--- config.mk ---
export PLATFORM = sky130hd
export DESIGN_NAME = fabric_map_tag_cfg_ctrl
export DESIGN_NICKNAME = d
export VERILOG_FILES = /design/src/rtl/fabric_map_tag_cfg_ctrl.sv
export SDC_FILE = /design/constraint.sdc
export NUM_CORES = 1
export LEC_CHECK = 0
export CAP_MARGIN = 15
export CELL_PAD_IN_SITES_DETAIL_PLACEMENT = 0
export CELL_PAD_IN_SITES_GLOBAL_PLACEMENT = 1
export CORE_ASPECT_RATIO = 2
export CORE_MARGIN = 5
export CORE_UTILIZATION = 28
export CTS_CLUSTER_DIAMETER = 120
export DETAILED_ROUTE_END_ITERATION = 12
export PLACE_DENSITY = 0.61
export SYNTH_ARGS = -nofsm -noshare
export SYNTH_HDL_FRONTEND = slang
export SYNTH_SLANG_ARGS = --single-unit
export TNS_END_PERCENT = 50
--- constraint.sdc ---
create_clock -name clk -period 2 [get_ports clk]
set_clock_uncertainty 0.2 [all_clocks]
set_input_delay 0.4 -clock clk [delete_from_list [all_inputs] [get_ports clk]]
set_output_delay 0.4 -clock clk [all_outputs]
set_load 0.01 [all_outputs]
--- src/rtl/fabric_map_tag_cfg_ctrl.sv ---
// fabric_map_tag_cfg_ctrl: loads a shadow tag table and commits it to cfg_data only at a burst boundary.
// Define FABRIC_MAP_TAG_CFG_DUP_CHECK_EN to include the duplicate source-tag CHECK state.
module fabric_map_tag_cfg_ctrl #(
    parameter int IN_TAG_WIDTH  = 4,
    parameter int OUT_TAG_WIDTH = 2,
    parameter int TABLE_SIZE    = 4,
    localparam int ENTRY_WIDTH  = 1 + IN_TAG_WIDTH + OUT_TAG_WIDTH,
    localparam int IDX_W        = (TABLE_SIZE > 1) ? $clog2(TABLE_SIZE) : 1,
    localparam int CONFIG_WIDTH = TABLE_SIZE * ENTRY_WIDTH
) (
    input  logic                    clk,
    input  logic                    rst,
    input  logic                    wr_valid,
    output logic                    wr_ready,
    input  logic [IDX_W-1:0]        wr_index,
    input  logic [ENTRY_WIDTH-1:0]  wr_entry,
    input  logic                    wr_last,
    input  logic                    dp_fire,
    input  logic                    dp_last,
    output logic                    dp_hold,
    output logic [CONFIG_WIDTH-1:0] cfg_data,
    output logic                    cfg_done,
    output logic                    error_valid,
    output logic [15:0]             error_code
);

    localparam logic [15:0] CFG_MAP_TAG_CFG_IDX_RANGE = 16'h0302;
    localparam logic [IDX_W:0] SLOT_COUNT = (IDX_W + 1)'(TABLE_SIZE);

    typedef enum logic [2:0] {
        IDLE     = 3'd0,
        LOAD     = 3'd1,
        CHECK    = 3'd2,
        WAIT_BND = 3'd3,
        COMMIT   = 3'd4
    } state_t;

`ifdef FABRIC_MAP_TAG_CFG_DUP_CHECK_EN
    localparam logic [15:0] CFG_MAP_TAG_DUP_TAG = 16'h0301;
    localparam state_t AFTER_LOAD = CHECK;
    localparam logic [IDX_W-1:0] LAST_IDX = IDX_W'(TABLE_SIZE - 1);
`else
    localparam state_t AFTER_LOAD = WAIT_BND;
`endif

    state_t                  state;
    logic                    dp_busy;
    logic [CONFIG_WIDTH-1:0] shadow;
    logic                    wr_fire;
    logic                    idx_bad;
    logic                    err_hit;
    logic [15:0]             err_code_nxt;

    function automatic logic [CONFIG_WIDTH-1:0] put_entry(
        input logic [CONFIG_WIDTH-1:0] tbl,
        input logic [IDX_W-1:0]        idx,
        input logic [ENTRY_WIDTH-1:0]  entry
    );
        logic [CONFIG_WIDTH-1:0] res;
        res = tbl;
        res[int'(idx) * ENTRY_WIDTH +: ENTRY_WIDTH] = entry;
        return res;
    endfunction

    assign wr_ready = (state == IDLE) || (state == LOAD);
    assign wr_fire  = wr_valid && wr_ready;
    // Only reachable when TABLE_SIZE is not a power of two.
    assign idx_bad  = ({1'b0, wr_index} >= SLOT_COUNT);

`ifdef FABRIC_MAP_TAG_CFG_DUP_CHECK_EN
    logic [IDX_W-1:0]       chk_idx;
    logic [ENTRY_WIDTH-1:0] cur_entry;
    logic                   dup_hit;

    assign cur_entry = shadow[int'(chk_idx) * ENTRY_WIDTH +: ENTRY_WIDTH];

    // Compare the entry under test against every later valid entry.
    always_comb begin
        dup_hit = 1'b0;
        if ((state == CHECK) && cur_entry[0]) begin
            for (int j = 0; j < TABLE_SIZE; j++) begin
                if ((j > int'(chk_idx)) && shadow[j * ENTRY_WIDTH] &&
                    (shadow[j * ENTRY_WIDTH + 1 +: IN_TAG_WIDTH] == cur_entry[IN_TAG_WIDTH:1])) begin
                    dup_hit = 1'b1;
                end else begin
                    dup_hit = dup_hit;
                end
            end
        end else begin
            dup_hit = 1'b0;
        end
    end
`endif

    // Error source selection for the first-error latch.
    always_comb begin
        err_hit      = 1'b0;
        err_code_nxt = 16'h0000;
        if (wr_fire && idx_bad) begin
            err_hit      = 1'b1;
            err_code_nxt = CFG_MAP_TAG_CFG_IDX_RANGE;
        end
`ifdef FABRIC_MAP_TAG_CFG_DUP_CHECK_EN
        else if (dup_hit) begin
            err_hit      = 1'b1;
            err_code_nxt = CFG_MAP_TAG_DUP_TAG;
        end
`endif
        else begin
            err_hit = 1'b0;
        end
    end

    // Upstream gate: closed at a burst boundary while waiting, and during the commit cycle.
    always_comb begin
        case (state)
            WAIT_BND: dp_hold = !dp_busy;
            COMMIT:   dp_hold = 1'b1;
            default:  dp_hold = 1'b0;
        endcase
    end

    // Sequencer, burst tracker, shadow/live tables and error latch.
    always_ff @(posedge clk) begin
        if (rst) begin
            state       <= IDLE;
            dp_busy     <= 1'b0;
            shadow      <= '0;
            cfg_data    <= '0;
            cfg_done    <= 1'b0;
            error_valid <= 1'b0;
            error_code  <= 16'h0000;
`ifdef FABRIC_MAP_TAG_CFG_DUP_CHECK_EN
            chk_idx     <= '0;
`endif
        end else begin
            cfg_done <= 1'b0;
            if (dp_fire) begin
                dp_busy <= !dp_last;
            end
            if (err_hit && !error_valid) begin
                error_valid <= 1'b1;
                error_code  <= err_code_nxt;
            end
`ifdef FABRIC_MAP_TAG_CFG_DUP_CHECK_EN
            if (state != CHECK) begin
                chk_idx <= '0;
            end
`endif
            case (state)
                IDLE: begin
                    if (wr_fire) begin
                        // Untouched slots inherit the live table so partial loads are legal.
                        shadow <= idx_bad ? cfg_data : put_entry(cfg_data, wr_index, wr_entry);
                        state  <= wr_last ? AFTER_LOAD : LOAD;
                    end
                end
                LOAD: begin
                    if (wr_fire) begin
                        if (!idx_bad) begin
                            shadow <= put_entry(shadow, wr_index, wr_entry);
                        end
                        if (wr_last) begin
                            state <= AFTER_LOAD;
                        end
                    end
                end
`ifdef FABRIC_MAP_TAG_CFG_DUP_CHECK_EN
                CHECK: begin
                    if (dup_hit) begin
                        state <= IDLE;
                    end else if (chk_idx == LAST_IDX) begin
                        state <= WAIT_BND;
                    end else begin
                        chk_idx <= chk_idx + 1'b1;
                    end
                end
`endif
                WAIT_BND: begin
                    if (!dp_busy) begin
                        state <= COMMIT;
                    end
                end
                COMMIT: begin
                    cfg_data <= shadow;
                    cfg_done <= 1'b1;
                    state    <= IDLE;
                end
                default: begin
                    state <= IDLE;
                end
            endcase
        end
    end

endmodule

Yosys cells after proc, flatten, opt, wreduce, memory -nomap -nowiden

Cells that the tools add are included.

Output and inout port bits: 48
Bits of input ports: 15
Register bits: 61
Logic and storage cells: 37

Multiply operators: 1
Equality and inequality tests: 7
Mux-type cells: 13
Reduce and logical (&&, ||, !) cells: 8
Shifts and indexed selects: 2
Add/sub/neg operators: 1

Operators by type and width:

| cell                    | number |
|---|---|
| $bwmux 28               | 2 |
| $mux 28                 | 2 |
| $pmux 28 s2             | 1 |
| $neg 5->33              | 1 |
| $shift 7x33->28 const A | 1 |
| $shiftx 7x33->28        | 1 |
| $mux 3                  | 4 |
| $pmux 3 s3              | 1 |
| $ne 2x2->1 const B      | 4 |
| $mul 2x3->5 const B     | 1 |
| $reduce_and 4->1        | 1 |
| $eq 3x1->1 const B      | 1 |
| $eq 3x2->1 const B      | 1 |
| $eq 3x3->1 const B      | 1 |
| $logic_not 3->1         | 1 |
| $reduce_and 3->1        | 1 |
| $logic_not 1->1         | 2 |
| $mux 2                  | 1 |
| $pmux 1 s2              | 1 |
| $reduce_bool 2->1       | 1 |
| $logic_and 1x1->1       | 1 |
| $logic_or 1x1->1        | 1 |
| $mux 1                  | 1 |

Logic depth before layout (Yosys ltp)

Depth in word-level cells: 6
Gate-level depth with buffers: 6
Gate-level depth less buffers: 5

Worst setup path before layout

Ideal clock, no wire load.

Path type: input -> register
From: input wr_index[0]
To: register shadow[21]
Setup time: 0.088 ns
Stages on the path: 6
Required time: 1.712 ns
Buffers on the path: 1
Setup slack: 0.210 ns
Data arrival time: 1.502 ns
Cells stage by stage: inv_1 ha_1 and3b_1 clkbuf_1 nand2_1 a311oi_2

Cells in the longest elaborated chain, start to end: 6
Elaborated cells on any way between the ends: 9
Those cells by class: 1 x add/sub; 1 x mul; 2 x shift; 5 x mux

Ends and longest elaborated chain:

| element                                                    | RTL line | text |
|---|---|---|
| from (decl)                                                | 15       | `input logic [IDX_W-1:0] wr_index,` |
| $mul 2x3->5 *                                              | 61       | `res[int'(idx) * ENTRY_WIDTH +: ENTRY_WIDTH] = entry;` |
| $neg 5->33 *                                               | 61       |  |
| $shiftx 7x33->28 / $shift 7x33->28 (equally long branches) | 61       |  |
| $bwmux 28                                                  | 61       |  |
| $mux 28 (on tied branches)                                 | 159, 152 |  |
| $pmux 28 s2 *                                              | 150      | `case (state)` |
| to (signal assigned)                                       | 154      | `shadow <= idx_bad ? cfg_data : put_entry(cfg_data, wr_index, wr_entry);` |
| to (signal assigned)                                       | 161      | `shadow <= put_entry(shadow, wr_index, wr_entry);` |
| to (decl)                                                  | 48       | `logic [CONFIG_WIDTH-1:0] shadow;` |

Mark *: on every way between the ends. The rest lies on a longest branch, timed or not. The select of a mux whose other input is x is not followed.
A chain may end at the register's enable or synchronous reset.

Worst setup path in the final report

From: input wr_index[0]
To: register shadow[1]

Same word-level chain as after synthesis.

==> summary.md <==
| Metric | Value |
|---|---|
| Post-synth design cell area | 2995 sq um |
| # diodes | 0 |
| Crit path arrival time | 1.96 ns |
| Std cell rows | 53 |
| Antenna-violating nets left | 0 |
| Synth Area in Simple Gates | 12.74% |
| Worst slew pin tran | 0.5170 ns |
| CTS tree | done |
| All-Layer GR Usage | 12.43% |
| Peak supply drop | 0.4995 mV |
| Post-layout min period | 1.925 ns |
| Worst R2R End | shadow[5] |
| Area grow syn2layout | 32.92% |
| Initial antenna violation count | 0 |
| Via-per-instance ratio | 4.799 |
| Seq cells post-synth | 61 |
| Global-route wire length before repair | 12,720 microns |
| Mux share of post-synthesis cell area | 9.357% |
| Clock buffer count from CTS | 9 |
| Max Root-Sink Buffers | 2 |
| Status | finished, final reports clean |
| Die span in x | 83.14 microns |
| Vias in the first global route | 2,516 |
| Number of synthesis warnings | 0 |
| Nets | 381 |
| DPL Wire Length | 5544 microns |
| Syn_area_per_cell | 9.662 sq um |
| CP max-delay cell | clkdlybuf4s50_1 |
| Register clock-pin slew on the reported worst setup and hold paths | 0.05 ns |
| Pwr per Cell Area | 854.0 nW/um^2 |
| Drt wl/cell | 16.04 microns |
| Crit-path cells | clkdlybuf4s50_1 > inv_2 > ha_4 > and4bb_4 > nand2_1 > a311oi_2 |
| Reg2Reg Setup Slack | 0.29 ns |
| RSZ-0062 raised after global routing | true |
| Core footprint | 10,480 sq um |
| Critical path launch point type | input pin |
| Multi-input logic area | 1607 sq um |
| CP Capture Type | flop |
| Crit path capture | shadow[1] |
| Pin count of the biggest net entering global routing | 62 |
| Place WS | -0.4144 ns |
| Initial Utilization | 28.59% |
| Reg area | 1221 sq um |
| GRT overflow | 0 |
| CP required | 2.04 ns |
| Hold Vio Cnt, Final | 0 |
| Number of synthesized flops with an enable pin | 0 |
| Boundary Pins | 63 |
| Clock Root Buffer | clkbuf_16 |
| Max-cap violations | 0 |
| CP peak stage delay | 0.51 ns |
| Fmax | 519.5 MHz |
| Setup TNS Final | 0 ns |
| Post-CTS setup buffer count | 0 |
| Final worst slack | 0.07513 ns |
| Asr flop ratio synth | 0% |
| Worst Setup SP | wr_index[0] |
| Cell count after synthesis | 310 |
| Primary FF master, synth | dfxtp_1 |
| P_leak | 1.380 nW |
| Fillcell total | 1,128 |
| Clock Latency Late Sink | 0.33 ns |
| Clock tree sinks | 61 |
| Max-Slew Margin vs Limit | 65.53% |
| Share of cells above drive strength 1 | 20.77% |
| Hold WC Path Type | flop to flop |
| Remaining DRCs | 0 |
| Synth unique cells | 28 |
| GP Congestion | 0.7548 |
| Via count | 2,414 |
| R2R cell count | 4 |
| Max-slew violation count | 0 |
| Main combinational cell family by area after synthesis | compound AO/OA/AOI/OAI gates |
| Register area share after synthesis | 40.77% |
| TritonRoute pass-1 iters | 4 |
| DR iter-0 viols | 91 |
| XOR/XNOR share of the synthesized area | 0% |
| # port buffers | 45 |
| Full die area | 12,990 sq um |
| Synth Area in Adders | 2.089% |
| Kind of critical path | input pin to flop |
| CP max FO | 6 |
| Worst R2R Start | state[0] |
| Final wirelength | 8070 microns |
| Post-synthesis compound-gate area fraction | 25.06% |
| Finish-stage setup viols | 0 |
| CTS H-tree depth | 3 |
| Fin crit share | 96.24% |
| Die height | 156.3 microns |
==> report_power, final <==
| part | internal [mW] | total, mW | switching (mW) |
|---|---|---|---|
| clock | 1.15 | 1.70 | 0.545 |
| sequential | 1.27 | 1.30 | 0.0328 |
| combinational | 0.177 | 0.400 | 0.223 |
| total | 2.60 | 3.40 | 0.801 |
==> flip-flops by register name (all words and copies together) (netlist names) <==
| register | flops |
|---|---|
| cfg_data | 28 |
| state | 3 |
| dp_busy | 1 |
| cfg_done | 1 |
| shadow | 28 |
==> metrics by stage <==
stage	area, sq um	power (mW)	instances	hold slack, ns	utilization, %
floorplan	3055	1.603	326	0.2646	-
global placement	3602	1.707	487	0.2754	34.38
detailed placement	3602	1.712	487	0.2852	34.38
CTS	3948	3.432	503	0.3067	37.68
global route	3981	3.528	503	0.3391	38.00
finish	3981	3.400	503	0.3007	38.00
==> how the worst min path moves through the flow <==
stage               startpoint           end  depth (start not counted)
floorplan           shadow[10]  cfg_data[10]                          2
global placement    shadow[18]  cfg_data[18]                          2
detailed placement  shadow[21]  cfg_data[21]                          2
CTS                 shadow[23]  cfg_data[23]                          2
global route        shadow[20]  cfg_data[20]                          2
finish              shadow[20]  cfg_data[20]                          2
==> final cells by class <==
cell class	count	area share (%)
inverters	4	0.3771
flip-flops and latches	61	30.67
well taps	137	4.305
repair buffers	68	16.09
clock inverters	4	1.760
multi-input cells	217	40.35
clock buffers	12	6.442
==> kinds of logic after synthesis <==
group / Yosys count
and+or+nand+nor: 79
other: 1
AOI/OAI and AO/OA: 88
buffers and inverters: 48
adders and majority gates: 5
DFF: 61
muxes: 28
==> cells in the final DEF (no fill, tap or decap), drive strengths merged <==
| cell | Yosys | final |
|---|---|---|
| a311oi | 26 | 26 |
| nor2b | 4 | 4 |
| nor3b | 3 | 3 |
| a21oi | 29 | 29 |
| a211oi | 4 | 4 |
| o21bai | 27 | 27 |
| clkdlybuf4s50 | 0 | 42 |
| nand3 | 1 | 1 |
| bufinv | 0 | 2 |
| o311a | 2 | 2 |
| nand3b | 2 | 2 |
| nor2 | 30 | 30 |
| and3b | 1 | 1 |
| dlygate4sd2 | 0 | 2 |
| nand4 | 2 | 2 |
| nand2b | 5 | 5 |
| ha | 5 | 5 |
| conb | 1 | 17 |
| inv | 4 | 4 |
| buf | 31 | 24 |
| clkbuf | 13 | 12 |
| nor3 | 2 | 2 |
| mux2i | 28 | 28 |
| nand2 | 26 | 26 |
| clkinv | 0 | 2 |
| and4bb | 2 | 2 |
| and3 | 1 | 1 |
| dfxtp | 61 | 61 |
==> worst max-delay path, delay by kind of cell <==
| kind | cells | cell delay, ns |
|---|---|---|
| AO/OA/AOI/OAI | 1 | 0.26 |
| AND/OR/NAND/NOR | 2 | 0.44 |
| buffers and inverters | 2 | 0.60 |
| adder cells (fa/ha/maj) | 1 | 0.26 |
==> per-layer routing <==
metal / share of wire, % / GRT usage (%)
met5: 0 / 0
met4: 2.6 / 6.391
met3: 3.3 / 3.056
met2: 52 / 22.78
met1: 42 / 13.00
==> cells in the mapped netlist (3+ instances only) <==
master	instances	area [sq um]
a211oi_1	4	30.03
a21oi_1	29	145.1
a311oi_1	6	52.55
a311oi_2	20	300.3
buf_2	5	25.02
buf_4	23	172.7
buf_6	3	33.78
clkbuf_1	13	48.80
dfxtp_1	61	1221
ha_1	5	62.56
inv_1	4	15.01
mux2i_1	28	280.3
nand2_1	26	97.59
nand2b_1	5	31.28
nor2_1	30	112.6
nor2b_1	4	25.02
o21bai_1	27	202.7
==> timing repair <==
item	CTS	global route
setup endpoints to repair	18	27
hold buffers	0	0
gates cloned	0	0
pin swaps	1	0
gates resized for setup	6	11
(Power assumes the default switching activity.)
